<file path="src/rtl/mem_port_arbiter.sv">
// -----------------------------------------------------------------------------
// mem_port_arbiter
//
// Shares one variable-latency memory port between three requesters:
// debug (dbg), data memory (dm) and instruction fetch (if).
//
// Handshake semantics (all requester ports):
//   A requester raises *_req with its command fields valid and holds them
//   until it sees *_ready high in the same cycle.  *_ready is combinational,
//   is only ever high in IDLE and is high for exactly one requester.  The
//   transfer happens on the rising edge where req && ready.  Dropping req
//   before ready means no transaction.  The completion (dm_rvalid, if_rvalid
//   or dbg_done) is a single-cycle pulse, issued for reads and writes alike.
//   On the memory side mem_req/mem_we/mem_addr/mem_wdata are held stable
//   while in BUSY until the memory answers with a one-cycle mem_ack.
//
// Ports:
//   clk, rst                       clock, synchronous active-high reset
//   dbg_req/we/addr/wdata          debug command in
//   dbg_ready, dbg_done            debug accept / completion pulse
//   dm_req/we/addr/wdata           data command in
//   dm_ready, dm_rvalid, dm_rdata  data accept / response pulse / data
//   if_req, if_addr                fetch read command in
//   if_ready, if_rvalid, if_rdata  fetch accept / response pulse / data
//   mem_req/we/addr/wdata          shared memory command out
//   mem_ack, mem_rdata             memory completion / read data
//   busy                           a transaction is in flight
//   grant_id                       owner: 0 none, 1 dbg, 2 dm, 3 if
//
// Priority is dbg > boosted fetch > dm > fetch.  Fetch becomes boosted once
// it has lost STARVE_LIMIT arbitrations while requesting.  The FSM state is
// visible on the internal signal state_q for checkers.
// -----------------------------------------------------------------------------
module mem_port_arbiter #(
    parameter int XLEN         = 64,
    parameter int STARVE_LIMIT = 4
) (
    input  logic            clk,
    input  logic            rst,

    input  logic            dbg_req,
    input  logic            dbg_we,
    input  logic [XLEN-1:0] dbg_addr,
    input  logic [XLEN-1:0] dbg_wdata,
    output logic            dbg_ready,
    output logic            dbg_done,

    input  logic            dm_req,
    input  logic            dm_we,
    input  logic [XLEN-1:0] dm_addr,
    input  logic [XLEN-1:0] dm_wdata,
    output logic            dm_ready,
    output logic            dm_rvalid,
    output logic [XLEN-1:0] dm_rdata,

    input  logic            if_req,
    input  logic [XLEN-1:0] if_addr,
    output logic            if_ready,
    output logic            if_rvalid,
    output logic [XLEN-1:0] if_rdata,

    output logic            mem_req,
    output logic            mem_we,
    output logic [XLEN-1:0] mem_addr,
    output logic [XLEN-1:0] mem_wdata,
    input  logic            mem_ack,
    input  logic [XLEN-1:0] mem_rdata,

    output logic            busy,
    output logic [1:0]      grant_id
);

    localparam int CW = $clog2(STARVE_LIMIT + 1);

    localparam logic [1:0] OWN_NONE = 2'd0;
    localparam logic [1:0] OWN_DBG  = 2'd1;
    localparam logic [1:0] OWN_DM   = 2'd2;
    localparam logic [1:0] OWN_IF   = 2'd3;

    typedef enum logic [1:0] {
        IDLE = 2'd0,
        BUSY = 2'd1,
        RESP = 2'd2
    } state_t;

    state_t            state_q;
    state_t            state_d;
    logic [1:0]        owner_q;
    logic              we_q;
    logic [XLEN-1:0]   addr_q;
    logic [XLEN-1:0]   wdata_q;
    logic [XLEN-1:0]   dm_rdata_q;
    logic [XLEN-1:0]   if_rdata_q;
    logic [CW-1:0]     starve_q;

    logic              if_boost;
    logic [1:0]        winner;

    // Arbitration from this cycle's request levels; only meaningful in IDLE.
    always_comb begin
        if_boost = (starve_q == CW'(STARVE_LIMIT));
        winner   = OWN_NONE;
        if (state_q == IDLE) begin
            if (dbg_req)                 winner = OWN_DBG;
            else if (if_req && if_boost) winner = OWN_IF;
            else if (dm_req)             winner = OWN_DM;
            else if (if_req)             winner = OWN_IF;
        end
    end

    // Next state and outputs.
    always_comb begin
        state_d   = state_q;
        dbg_ready = 1'b0;
        dm_ready  = 1'b0;
        if_ready  = 1'b0;
        dbg_done  = 1'b0;
        dm_rvalid = 1'b0;
        if_rvalid = 1'b0;
        mem_req   = 1'b0;
        mem_we    = 1'b0;
        busy      = 1'b0;
        grant_id  = OWN_NONE;

        case (state_q)
            IDLE: begin
                dbg_ready = (winner == OWN_DBG);
                dm_ready  = (winner == OWN_DM);
                if_ready  = (winner == OWN_IF);
                if (winner != OWN_NONE) state_d = BUSY;
            end
            BUSY: begin
                mem_req  = 1'b1;
                mem_we   = we_q;
                busy     = 1'b1;
                grant_id = owner_q;
                if (mem_ack) state_d = RESP;
            end
            RESP: begin
                busy      = 1'b1;
                grant_id  = owner_q;
                dbg_done  = (owner_q == OWN_DBG);
                dm_rvalid = (owner_q == OWN_DM);
                if_rvalid = (owner_q == OWN_IF);
                state_d   = IDLE;
            end
            default: state_d = IDLE;
        endcase
    end

    assign mem_addr  = addr_q;
    assign mem_wdata = wdata_q;
    assign dm_rdata  = dm_rdata_q;
    assign if_rdata  = if_rdata_q;

    always_ff @(posedge clk) begin
        if (rst) begin
            state_q    <= IDLE;
            owner_q    <= OWN_NONE;
            we_q       <= 1'b0;
            addr_q     <= '0;
            wdata_q    <= '0;
            dm_rdata_q <= '0;
            if_rdata_q <= '0;
            starve_q   <= '0;
        end else begin
            state_q <= state_d;

            if (state_q == IDLE) begin
                // Latch the accepted command; fetch is always a read.
                case (winner)
                    OWN_DBG: begin
                        owner_q <= OWN_DBG;
                        we_q    <= dbg_we;
                        addr_q  <= dbg_addr;
                        wdata_q <= dbg_wdata;
                    end
                    OWN_DM: begin
                        owner_q <= OWN_DM;
                        we_q    <= dm_we;
                        addr_q  <= dm_addr;
                        wdata_q <= dm_wdata;
                    end
                    OWN_IF: begin
                        owner_q <= OWN_IF;
                        we_q    <= 1'b0;
                        addr_q  <= if_addr;
                        wdata_q <= '0;
                    end
                    default: ;
                endcase

                // Starvation tracking: count lost arbitrations, saturate.
                if (winner == OWN_IF)
                    starve_q <= '0;
                else if (if_req && (starve_q != CW'(STARVE_LIMIT)))
                    starve_q <= starve_q + CW'(1);
            end

            // Writes return zero so a response always carries defined data.
            if ((state_q == BUSY) && mem_ack) begin
                if (owner_q == OWN_DM) dm_rdata_q <= we_q ? '0 : mem_rdata;
                if (owner_q == OWN_IF) if_rdata_q <= we_q ? '0 : mem_rdata;
            end
        end
    end

endmodule

</file>
<file path="config.mk">
export PLATFORM = sky130hd
export DESIGN_NAME = mem_port_arbiter
export DESIGN_NICKNAME = d
export VERILOG_FILES = /design/src/rtl/mem_port_arbiter.sv
export SDC_FILE = /design/constraint.sdc
export NUM_CORES = 1
export LEC_CHECK = 0
export ABC_AREA = 1
export BUFFER_PORTS_ARGS = -buffer_cell sky130_fd_sc_hd__buf_2
export CAP_MARGIN = 20
export CORE_AREA = 2 2 253 255
export DETAILED_ROUTE_END_ITERATION = 16
export DIE_AREA = 0 0 255 257
export GPL_TIMING_DRIVEN = 0
export PLACE_DENSITY_LB_ADDON = 0.3
export SYNTH_ARGS = -nofsm -noshare
export SYNTH_HDL_FRONTEND = slang
export SYNTH_SLANG_ARGS = --single-unit
</file>
<file path="constraint.sdc">
create_clock -name clk -period 1.7 [get_ports clk]
set_input_delay 0.17 -clock clk [delete_from_list [all_inputs] [get_ports clk]]
set_output_delay 0.17 -clock clk [all_outputs]
set_load 0.005 [all_outputs]
</file>
# Word-level counts from Yosys, hierarchy flattened
# Index checks and enable logic that the tools add are counted.
classes:
  eq_ne: 12
  addsub: 1
  n_reduce_logical: 13
  mux: 25
ops:
  columns: ["cell", "n"]
  rows:
  - ["case mux 64 bit (3 select lines)", 2]
  - ["two-way mux 64 bit", 1]
  - ["two-way mux 2 bit", 8]
  - ["equality test 2 bit, second input constant", 5]
  - ["AND reduction 2 bit", 5]
  - ["two-way mux 1 bit", 9]
  - ["equality test 2 x 1 -> 1 bit, second input constant", 3]
  - ["two-way mux 3 bit", 2]
  - ["case mux 2 bit (3 select lines)", 1]
  - ["case mux 2 bit (2 select lines)", 1]
  - ["nonzero test 2 bit", 2]
  - ["adder 3 x 1 -> 3 bit, second input constant", 1]
  - ["equality test 3 bit, second input constant", 1]
  - ["logical AND 1 bit", 3]
  - ["inequality test 3 bit, second input constant", 1]
  - ["case mux 1 bit (3 select lines)", 1]
  - ["nonzero test 3 bit", 1]
  - ["logical NOT 2 bit", 1]
  - ["inequality test 2 x 1 -> 1 bit, second input constant", 1]
  - ["inequality test 2 bit, second input constant", 1]
  - ["OR reduction 2 bit", 1]
totals:
  output_inout_bits: 267
  ff_bits: 264

# Depth between registers and ports, before layout
# Gate-level depths: netlist of the first run.
logic_depth:
  ltp_word: 8
  mapped_depth: 12

# Worst setup path before layout of the first run
# No wires, ideal clock.
synth_path:
  kind: "reg2reg"
  from: "register state_q[0]"
  to: "register addr_q[54], in the netlist mem_addr[54]"
  period_less_slack_ns: 1.670
  t_arrival_ns: 1.606
  setup_slack_ns: 0.030
  required_ns: 1.636
  stages_incl_launch_ff: 12
  cell_sequence: "dfxtp_1 -> inv_1 -> ha_1 -> nand2_1 -> nand2_1 -> nand2_2 -> buf_2 -> clkbuf_1 -> nand2_1 -> nand3_1 -> nor2_1 -> nor2_1"
synth_via:
  elab_chain_cells: 5
  elab_cells_between_ends: 8
  classes_between: "3 x eq/ne; 2 x mux; 3 x reduce/logical"
synth_lines:
  columns: ["item", "line_no", "rtl"]
  rows:
  - ["start: declaration", "86", "state_t state_q;"]
  - ["start signal: assignment", "167", "state_q <= state_d;"]
  - ["logical NOT 2 bit (*)", "103, 169", null]
  - ["two-way mux 2 bit", "103", "if (state_q == IDLE) begin"]
  - ["equality test 2 x 1 -> 1 bit or equality test 2 bit (tied branches)", "171", "case (winner)"]
  - ["nonzero test 3 bit (no source line)", null, null]
  - ["AND reduction 2 bit (no source line)", null, null]
  - ["end signal: assignment", "175", "addr_q <= dbg_addr;"]
  - ["end signal: assignment", "181", "addr_q <= dm_addr;"]
  - ["end signal: assignment", "187", "addr_q <= if_addr;"]
  - ["end: declaration", "90", "logic [XLEN-1:0] addr_q;"]
# Mark *: on every way between the ends. The rest lies on a longest branch, timed or not.
# A chain may end at the register's enable or synchronous reset.

# Worst setup path in the final report of the first run
layout_path:
  from: "register starve_q[0]"
  to: "output port dbg_ready"
layout_via:
  elab_chain_cells: 7
layout_lines:
  columns: ["item", "line_no", "rtl"]
  rows:
  - ["start: declaration", "94", "logic [CW-1:0] starve_q;"]
  - ["start signal: assignment", "197", "starve_q <= starve_q + CW'(1);"]
  - ["equality test 3 bit", "101", "if_boost = (starve_q == CW'(STARVE_LIMIT));"]
  - ["logical AND 1 bit", "105", "else if (if_req && if_boost) winner = OWN_IF;"]
  - ["two-way mux 2 bit", "105", null]
  - ["two-way mux 2 bit", "104", "if (dbg_req) winner = OWN_DBG;"]
  - ["two-way mux 2 bit", "103", null]
  - ["equality test 2 x 1 -> 1 bit", "127", "dbg_ready = (winner == OWN_DBG);"]
  - ["two-way mux 1 bit", "125", "case (state_q)"]
  - ["end: declaration", "45", "output logic dbg_ready,"]
# No other way between the ends.

==> impl_metrics.csv, run 1 <==
group,metric,value,unit
critical_path,critical_path_required,1.53,ns
die,initial_core_util,0.202,
power,finalPower,20.6,mW
yosys,netlist.area_leader.share,0.417,
detailed_routing,route.antenna.remaining_nets,0,
final_layout,finalInstanceArea,0.0226,sq mm
sta,slew_headroom,0.428,
yosys,syn_inst,2079,
global_route,antenna_found_initial,8,
die,design.core.area,0.0627,sq mm
global_route,track_usage,0.194,
power,ir_drop,0.462,mV
yosys,seq_area_frac_synth,0.417,
final_layout,area_growth,78.4,%
detailed_routing,dr.pass1.iters,7,
clock_tree,cts_root_buf,"clkbuf_16",
yosys,synth.most_common_cell,"nand2_1",
critical_path,crit_arrival,1.84,ns
yosys,synth-edff-count,0,
worst_hold_path,hold_path.class,"input pin to register",
final_layout,num-nets-final,3481,
power,cellPowerDensity,912,mW/mm^2
clock_tree,cts.sinks,264,
clock_tree,clock_path_buffers,3,
run_status,violations,"setup timing",
detailed_routing,route.detailed.drc,0,
sta,max_freq,497,MHz
sta,hold_slack,0.0106,ns
clock_tree,cts_htree_levels,2,
critical_path,slowest_stage,"dfxtp_2",
yosys,synth_common_cells,"nand2_1, nor2_1, dfxtp_1",
yosys,ys_ff_latch,264,
global_route,grt_max_degree,12,
detailed_routing,drtIter0Drc,841,
yosys,synth_area_leaders,"dfxtp_1, nand2_1, nor2_1",
detailed_routing,drt_wl_total,67.1,mm
critical_path,reg2reg_depth,14,
sta,finalHoldViolations,0,
placement,dp_cells,3583,
critical_path,cp_cell_sequence,"inv_2 > ha_4 > nand3_4 > nand2_4 > buf_12 > buf_12 > o21ai_4 > nor2_1 > buf_2",
critical_path,crit_top_cell,"buf_12",
global_route,grt.overflow.total,0,
yosys,syn_nets,2476,
global_route,use_met3,0.0537,
global_route,use_met1,0.217,
placement,placed_cell_area,0.0170,sq mm
yosys,synth-async-reset-ratio,0,
sta,setup_ws,-0.311,ns
sta,tns,-14.56,ns
global_route,gr-max-usage-layer,"met2",
yosys,synthFlopType,"dfxtp_1",
global_route,grt_use_met2,0.340,
run_status,outcome,"finished, violations left",
final_layout,final_cells,3957,
critical_path,crit_type,"register to primary output",
sta,clock_skew,0.0106,ns
critical_path,critPathMaxStageDelay,0.33,ns
die,dieArea,0.0655,sq mm
global_route,grt_pass1_wl,96.3,mm
detailed_routing,wire_per_inst,17.0,microns
placement,place.gp.congestion,0.890,
yosys,yosysWarningCount,0,
yosys,synth_cell_type_count,20,
sta,period_minus_slack,2.01,ns
sta,setup_viol,105,
die,die_y,257,microns
clock_tree,clock_latency,0.53,ns
placement,hpwl,48.7,mm
detailed_routing,vias_per_cell,4.18,
sta,grt_setup_unrepaired,"yes",
run,cap_violations,0,
power,p_leak,11.7,nW
critical_path,crit_path_end_kind,"primary output",
global_route,grt_pass1_vias,16400,
yosys,syn_area,0.0127,sq mm
final_layout,nFillCells,6768,
clock_tree,cts_made_buffers,35,
die,die_x,255,microns
clock_tree,clk_pin_slew,0.05,ns
critical_path,worstPathMaxFanout,3,
die,rows,92,
yosys,postSynthAreaPerCell,6.10,sq um
worst_hold_path,whs_path_depth,5,
final_layout,fin_util,0.360,
sta,finalCritPeriodShare,1.18,
die,pin_count,659,
sta,tightest_slew,0.858,ns
final_layout,drive_gt1_frac,0.331,
sta,slew_viol_final,0,
placement,portBuffers,658,
critical_path,cp-start-kind,"register",
yosys,synth_top_cell_by_area,"dfxtp_1",
detailed_routing,vias,16500,
placement,post-place-ws,-1.08,ns
clock_tree,cts_tree,"done",
-- state kept, by name, summed over array words and instances, names as in the netlist --
register / cells
mem_addr: 64
state_q: 2
if_rdata: 64
we_q: 1
dm_rdata: 64
starve_q: 3
mem_wdata: 64
owner_q: 2
-- layout by cell type (no fill, tap or decap), drive strengths merged --
cell type	synthesis	routed
a21oi	7	7
a31oi	1	1
and3	1	1
buf	50	787
bufinv	0	1
clkbuf	88	118
clkinv	0	6
clkinvlp	0	2
dfxtp	264	264
diode	0	4
dlygate4sd3	0	251
ha	5	5
inv	214	215
nand2	600	600
nand3	68	68
nand4	65	65
nor2	580	580
nor3	4	4
o21ai	131	131
o31ai	1	1
-- worst paths after layout --
path | startpoint | endpoint | slack (ns)
worst max-delay path | starve_q[0] | dbg_ready | -0.31
worst max register to register | starve_q[0] | we_q | -0.25
worst min-delay path | dbg_addr[12] | mem_addr[12] | 0.01
worst min register to register | if_rdata[57] | if_rdata[57] | 0.47
-- worst max-delay path: cells and delay by family, from the launching register on --
| kind | cells | cell delay (ns) |
|---|---|---|
| AO/OA/AOI/OAI | 1 | 0.18 |
| AND/OR/NAND/NOR | 3 | 0.19 |
| flip-flops | 1 | 0.33 |
| buffers and inverters | 4 | 0.45 |
| adder cells (fa/ha/maj) | 1 | 0.16 |
-- routing by layer --
layer	up-vias	wire length [microns]
li1	8339	-
met1	7355	26900
met2	680	32000
met3	169	5180
met4	6	3020
met5	-	34
-- what timing repair did --
item                                   4_1_cts  5_1_grt
gates cloned                                 4        7
hold buffers                               250        1
setup endpoints to repair                  272      261
buffers inserted                            34       16
endpoints found under the hold margin      128        1
pin swaps                                   20       40
gates resized for setup                    268      265
-- cell type report --
| type | count | area [sq um] | share of cell area |
|---|---|---|---|
| Clock buffer | 50 | 1010 | 0.0448 |
| Clock inverter | 10 | 98.8 | 0.00437 |
| Sequential cell | 264 | 5300 | 0.234 |
| Tap cell | 846 | 1060 | 0.0468 |
| Antenna cell | 4 | 10.0 | 0.000443 |
| Buffer | 137 | 1190 | 0.0528 |
| Inverter | 214 | 823 | 0.0364 |
| Multi-Input combinational cell | 1463 | 6640 | 0.293 |
| Timing Repair Buffer | 969 | 6480 | 0.287 |
-- logic make-up after synthesis --
group | after synthesis | share of synthesized area
fa+ha+maj | 5 | 0.00494
simple gates | 1318 | 0.411
flops | 264 | 0.417
compound gates | 140 | 0.0567
buf+inv | 352 | 0.110
-- report_power, final --
part	total [mW]	internal (mW)	switching, mW	leakage [nW]
Combinational	6.25	2.74	3.51	9.00
Clock	7.28	4.31	2.97	0.542
Sequential	7.08	6.78	0.308	2.17
Note: power is estimated with default switching activity, not from simulation.
==> inputs of run 2 (changes only) <==
--- a/config.mk
+++ b/config.mk
@@ -12,6 +12,7 @@
 export DETAILED_ROUTE_END_ITERATION = 16
 export DIE_AREA = 0 0 255 257
 export GPL_TIMING_DRIVEN = 0
+export HOLD_SLACK_MARGIN = 0.06
 export PLACE_DENSITY_LB_ADDON = 0.3
 export SYNTH_ARGS = -nofsm -noshare
 export SYNTH_HDL_FRONTEND = slang
==> impl_metrics.csv, run 2 (synthesized netlist as in run 1, its figures left out) <==
group,metric,value,unit
run_status,outcome,"finished, violations left",
run_status,violations,"setup timing",
detailed_routing,drtIter0Drc,933,
global_route,track_usage,0.197,
detailed_routing,route.antenna.remaining_nets,0,
sta,tns,-15.03,ns
detailed_routing,route.detailed.drc,0,
power,cellPowerDensity,878,mW/mm^2
critical_path,crit_arrival,1.85,ns
detailed_routing,vias,17200,
placement,dp_cells,3583,
sta,slew_headroom,0.428,
power,p_leak,12.2,nW
placement,portBuffers,658,
sta,max_freq,495,MHz
global_route,grt_pass1_wl,98.3,mm
final_layout,mostFrequentLayoutCell,"buf_2",
critical_path,crit_type,"register to primary output",
sta,finalHoldViolations,0,
sta,clock_skew,0.0109,ns
final_layout,drive_gt1_frac,0.321,
global_route,grt_pass1_vias,17100,
global_route,grt.overflow.total,0,
global_route,antenna_found_initial,6,
detailed_routing,drt_wl_total,68.7,mm
clock_tree,cts_made_buffers,35,
die,dieArea,0.0655,sq mm
die,initial_core_util,0.202,
sta,grt_setup_unrepaired,"yes",
worst_hold_path,hold_path.class,"input pin to register",
die,design.core.area,0.0627,sq mm
die,rows,92,
global_route,grt_max_degree,12,
clock_tree,clock_path_buffers,3,
final_layout,mostFrequentLayoutCells,"buf_2, nor2_1, nand2_1, dlygate4sd3_1, dfxtp_1",
clock_tree,cts_tree,"done",
run,cap_violations,0,
critical_path,crit_path_end_kind,"primary output",
placement,hpwl,48.7,mm
final_layout,final_cells,4069,
clock_tree,clk_pin_slew,0.06,ns
sta,slew_viol_final,0,
clock_tree,cts.sinks,264,
critical_path,critical_path_required,1.53,ns
sta,tightest_slew,0.859,ns
die,die_y,257,microns
placement,place.gp.congestion,0.890,
critical_path,cp-start-kind,"register",
die,pin_count,659,
sta,setup_ws,-0.319,ns
sta,period_minus_slack,2.02,ns
detailed_routing,vias_per_cell,4.22,
final_layout,num-nets-final,3593,
die,die_x,255,microns
clock_tree,clock_latency,0.54,ns
sta,finalCritPeriodShare,1.19,
clock_tree,cts_root_buf,"clkbuf_16",
sta,setup_viol,105,
critical_path,reg2reg_slack,-0.27,ns
power,ir_drop,0.461,mV
clock_tree,cts_htree_levels,2,
critical_path,worstPathMaxFanout,3,
detailed_routing,wire_per_inst,16.9,microns
detailed_routing,dr.pass1.iters,5,
final_layout,area_growth,87.6,%
[run 2: changes by cell type in the layout (fill, tap and decap cells not counted), moves of 2 or more]
cell / delta
dlygate4sd3_1: +112
o21ai_1: -3
o21ai_2: +2
nand3_2: +2
buf_6: +2
buf_4: +2
buf_8: -4
buf_12: +2
nand3_1: -3
[run 2: layer usage]
| metal | vias to the layer above | global-route usage | share of wire |
|---|---|---|---|
| met5 | - | 0 | 0.00057 |
| li1 | 8562 | - | - |
| met2 | 779 | 0.345 | 0.47 |
| met1 | 7632 | 0.218 | 0.40 |
| met3 | 208 | 0.0560 | 0.078 |
| met4 | 6 | 0.0929 | 0.050 |
[run 2: worst max-delay path: stages, from the launching register on]
cell and delay [ns]:
dfxtp_2 0.33, inv_2 0.05, ha_4 0.16, nand3_4 0.07, nand2_4 0.06, buf_12 0.13, buf_12 0.12, o21ai_4 0.18
nor2_1 0.06, buf_2 0.15
[run 2: final timing paths]
path | start | end | depth (start not counted)
worst min register to register | if_rdata[25] | if_rdata[25] | 2
worst min-delay path | mem_rdata[13] | dm_rdata[13] | 5
worst max-delay path | starve_q[0] | dbg_ready | 9
worst max register to register | starve_q[0] | we_q | 14
[run 2: area by class of cell]
cell class	count	area (sq um)
inverter	214	823
timing repair buffer	1081	7600
fill	6611	39000
buffer	137	1200
sequential	264	5300
clock buffer	50	1010
multi-input combinational	1463	6680
clock inverter	10	98.8
antenna	4	10.0
tap	846	1060
[run 2: report_power, final]
group	internal [mW]	leakage (nW)	switching [mW]
combinational	2.92	9.49	3.58
clock	4.31	0.542	2.98
sequential	6.78	2.17	0.310
total	14.0	12.2	6.87
[run 2: timing repair]
action	in CTS	in global routing
setup buffers	34	16
pin swaps	20	44
setup endpoints to repair	272	261
hold buffers	362	1
endpoints found under the hold margin	241	1
cloned	4	7
gates resized for setup	268	276
[run 2: per-stage QoR]
| stage | total power, mW | area (sq um) | utilization | hold slack (ns) | setup WS, ns |
|---|---|---|---|---|---|
| floorplan | 9.70 | 12700 | - | 0.239 | 0.0301 |
| global placement | 12.0 | 17000 | 0.271 | 0.457 | -1.09 |
| detailed placement | 12.0 | 17000 | 0.271 | 0.466 | -1.08 |
| CTS | 20.6 | 22800 | 0.363 | 0.0616 | -0.396 |
| global route | 22.1 | 23800 | 0.379 | 0.0864 | -0.405 |
| finish | 20.9 | 23800 | 0.379 | 0.0687 | -0.319 |
==> inputs of run 3 (changes only) <==
--- a/config.mk
+++ b/config.mk
@@ -8,9 +8,11 @@
 export ABC_AREA = 1
 export BUFFER_PORTS_ARGS = -buffer_cell sky130_fd_sc_hd__buf_2
 export CAP_MARGIN = 20
-export CORE_AREA = 2 2 253 255
+export CELL_PAD_IN_SITES_DETAIL_PLACEMENT = 1
+export CELL_PAD_IN_SITES_GLOBAL_PLACEMENT = 1
+export CORE_AREA = 2 2 255 257
 export DETAILED_ROUTE_END_ITERATION = 16
-export DIE_AREA = 0 0 255 257
+export DIE_AREA = 0 0 257 259
 export GPL_TIMING_DRIVEN = 0
 export HOLD_SLACK_MARGIN = 0.06
 export PLACE_DENSITY_LB_ADDON = 0.3
==> impl_metrics.csv, run 3 (synthesized netlist as in run 1, its figures left out) <==
group,metric,value,unit
run_status,outcome,"finished, violations left",
run_status,violations,"setup timing",
detailed_routing,vias,18400,
sta,finalCritPeriodShare,1.21,
die,die_y,259,microns
sta,clock_skew,0.0233,ns
power,netSwitchingPower,7.84,mW
worst_hold_path,holdPathEnd,"dm_rdata[7]",
power,finalPower,22.6,mW
sta,hold_slack,0.0681,ns
critical_path,reg2reg_slack,-0.30,ns
die,die_x,257,microns
sta,finalHoldViolations,0,
worst_hold_path,hold_path_startpoint,"mem_rdata[7]",
global_route,track_usage,0.226,
critical_path,regToRegStartpoint,"state_q[1]",
power,p_clk_frac,0.352,
power,p_leak,12.9,nW
clock_tree,cts_htree_levels,2,
final_layout,nFillCells,7925,
global_route,gr-max-usage-layer,"met2",
clock_tree,cts_tree,"done",
sta,slew_viol_final,0,
sta,period_minus_slack,2.05,ns
die,rows,93,
placement,hpwl,54.1,mm
critical_path,cp-start-kind,"register",
clock_tree,clock_latency,0.55,ns
detailed_routing,dr.pass1.iters,5,
detailed_routing,drt_wl_total,84.3,mm
sta,setup_viol,135,
critical_path,regToRegEndpoint,"mem_wdata[24]",
placement,portBuffers,658,
critical_path,critical_path_required,1.53,ns
global_route,grt_pass1_wl,116,mm
die,pin_count,659,
clock_tree,cts.sinks,264,
detailed_routing,route.antenna.remaining_nets,0,
sta,slew_headroom,0.272,
sta,setup_ws,-0.354,ns
power,ir_drop,0.650,mV
sta,max_freq,487,MHz
critical_path,crit_path_end_kind,"primary output",
clock_tree,clk_pin_slew,0.06,ns
global_route,use_met3,0.0581,
clock_tree,clock_path_buffers,3,
clock_tree,cts_root_buf,"clkbuf_16",
power,internal-power,14.8,mW
detailed_routing,vias_per_cell,4.52,
critical_path,reg2reg_depth,14,
critical_path,crit_type,"register to primary output",
final_layout,mostFrequentLayoutCells,"buf_2, nor2_1, nand2_1, dlygate4sd3_1, dfxtp_1",
sta,grt_setup_unrepaired,"yes",
detailed_routing,route.detailed.drc,0,
global_route,antenna_found_initial,8,
global_route,grt_max_degree,13,
final_layout,final_cells,4076,
detailed_routing,drtIter0Drc,991,
placement,place.gp.congestion,0.932,
worst_hold_path,whs_path_depth,5,
final_layout,num-nets-final,3587,
power,seqPwrFrac,0.315,
run,cap_violations,0,
final_layout,drive_gt1_frac,0.372,
clock_tree,cts_made_buffers,35,
power,power.share.switching,0.347,
sta,tightest_slew,1.09,ns
critical_path,crit_arrival,1.88,ns
global_route,use_met1,0.241,
final_layout,mostFrequentLayoutCell,"buf_2",
detailed_routing,wire_per_inst,20.7,microns
power,cellPowerDensity,905,mW/mm^2
placement,dp_cells,3592,
sta,tns,-22.50,ns
die,design.core.area,0.0639,sq mm
global_route,grt_pass1_vias,19700,
worst_hold_path,hold_path.class,"input pin to register",
critical_path,worstPathMaxFanout,5,
final_layout,area_growth,97.2,%
global_route,grt_use_met2,0.409,
die,dieArea,0.0666,sq mm
power,power_frac_comb,0.332,
final_layout,fin_util,0.391,
die,initial_core_util,0.198,
global_route,grt.overflow.total,0,
run 3: cell types whose count changed in the layout (fill, tap and decap cells not counted), moves of 12 or more:
cell,delta
o21ai_1,+35
nand2_2,+28
buf_6,-12
nand2_4,+92
nand3_4,+19
nor2_1,-51
nand2_1,-120
o21ai_2,-26
nor2_2,+41
nand3_1,-13
buf_4,-14
clkbuf_4,+14
run 3: final cells by class:
class	instances	area [sq um]	share of cell area
Sequential cell	264	5290	0.212
Antenna cell	5	12.5	0.000501
Multi-Input combinational cell	1463	7720	0.309
Inverter	214	828	0.0331
Buffer	135	1100	0.0439
Clock buffer	47	1010	0.0405
Clock inverter	16	213	0.00851
Tap cell	855	1070	0.0428
Timing Repair Buffer	1077	7740	0.310
run 3: critical path, cell delays in order (launching register included):
cell      delay, ns
dfxtp_2        0.33
inv_2          0.08
ha_4           0.20
nand2_4        0.08
nand2_4        0.08
nand2_4        0.08
buf_12         0.14
buf_12         0.13
clkinv_8       0.04
nand2_4        0.04
inv_2          0.05
buf_6          0.09
run 3: per-layer routing:
layer,routed length (microns),vias up
met3,6070,336
met5,41,-
met1,30500,8628
met4,5810,6
li1,-,8553
met2,41800,881
run 3: how the worst max path moves through the flow:
stage               startpoint           end  slack (ns)  cells past startpoint
floorplan           state_q[0]  mem_addr[54]        0.03                     11
global placement    state_q[0]          we_q       -1.15                     11
detailed placement  state_q[0]          we_q       -1.18                     11
CTS                 state_q[1]      dm_ready       -0.42                      9
global route        state_q[0]      if_ready       -0.46                     11
finish              state_q[1]      if_ready       -0.35                     11
run 3: repair_timing:
item | 4_1_cts | 5_1_grt
resized for setup | 354 | 458
gates cloned | 9 | 6
buffers inserted | 42 | 17
hold buffers | 355 | 1
setup endpoints to repair | 273 | 263
hold endpoints to repair | 228 | 1
pin swaps | 45 | 153
run 3: power by group through the flow:
| stage | registers [mW] | logic, mW | clock network, mW |
|---|---|---|---|
| 2_1_floorplan | 7.23 | 2.47 | 0 |
| 6_report | 7.12 | 7.52 | 7.97 |
| 5_1_grt | 7.18 | 8.09 | 8.47 |
| 4_1_cts | 7.09 | 6.43 | 8.18 |
| 3_5_place_dp | 7.22 | 4.96 | 0 |
| 3_3_place_gp | 7.18 | 4.88 | 0 |
run 3: metrics by stage:
stage / setup slack (ns) / instance area, sq um
after detailed placement: -1.18 / 17000
final: -0.354 / 25000
after global routing: -0.456 / 25000
after global placement: -1.15 / 17000
after CTS: -0.417 / 23400
after floorplan: 0.0301 / 12700
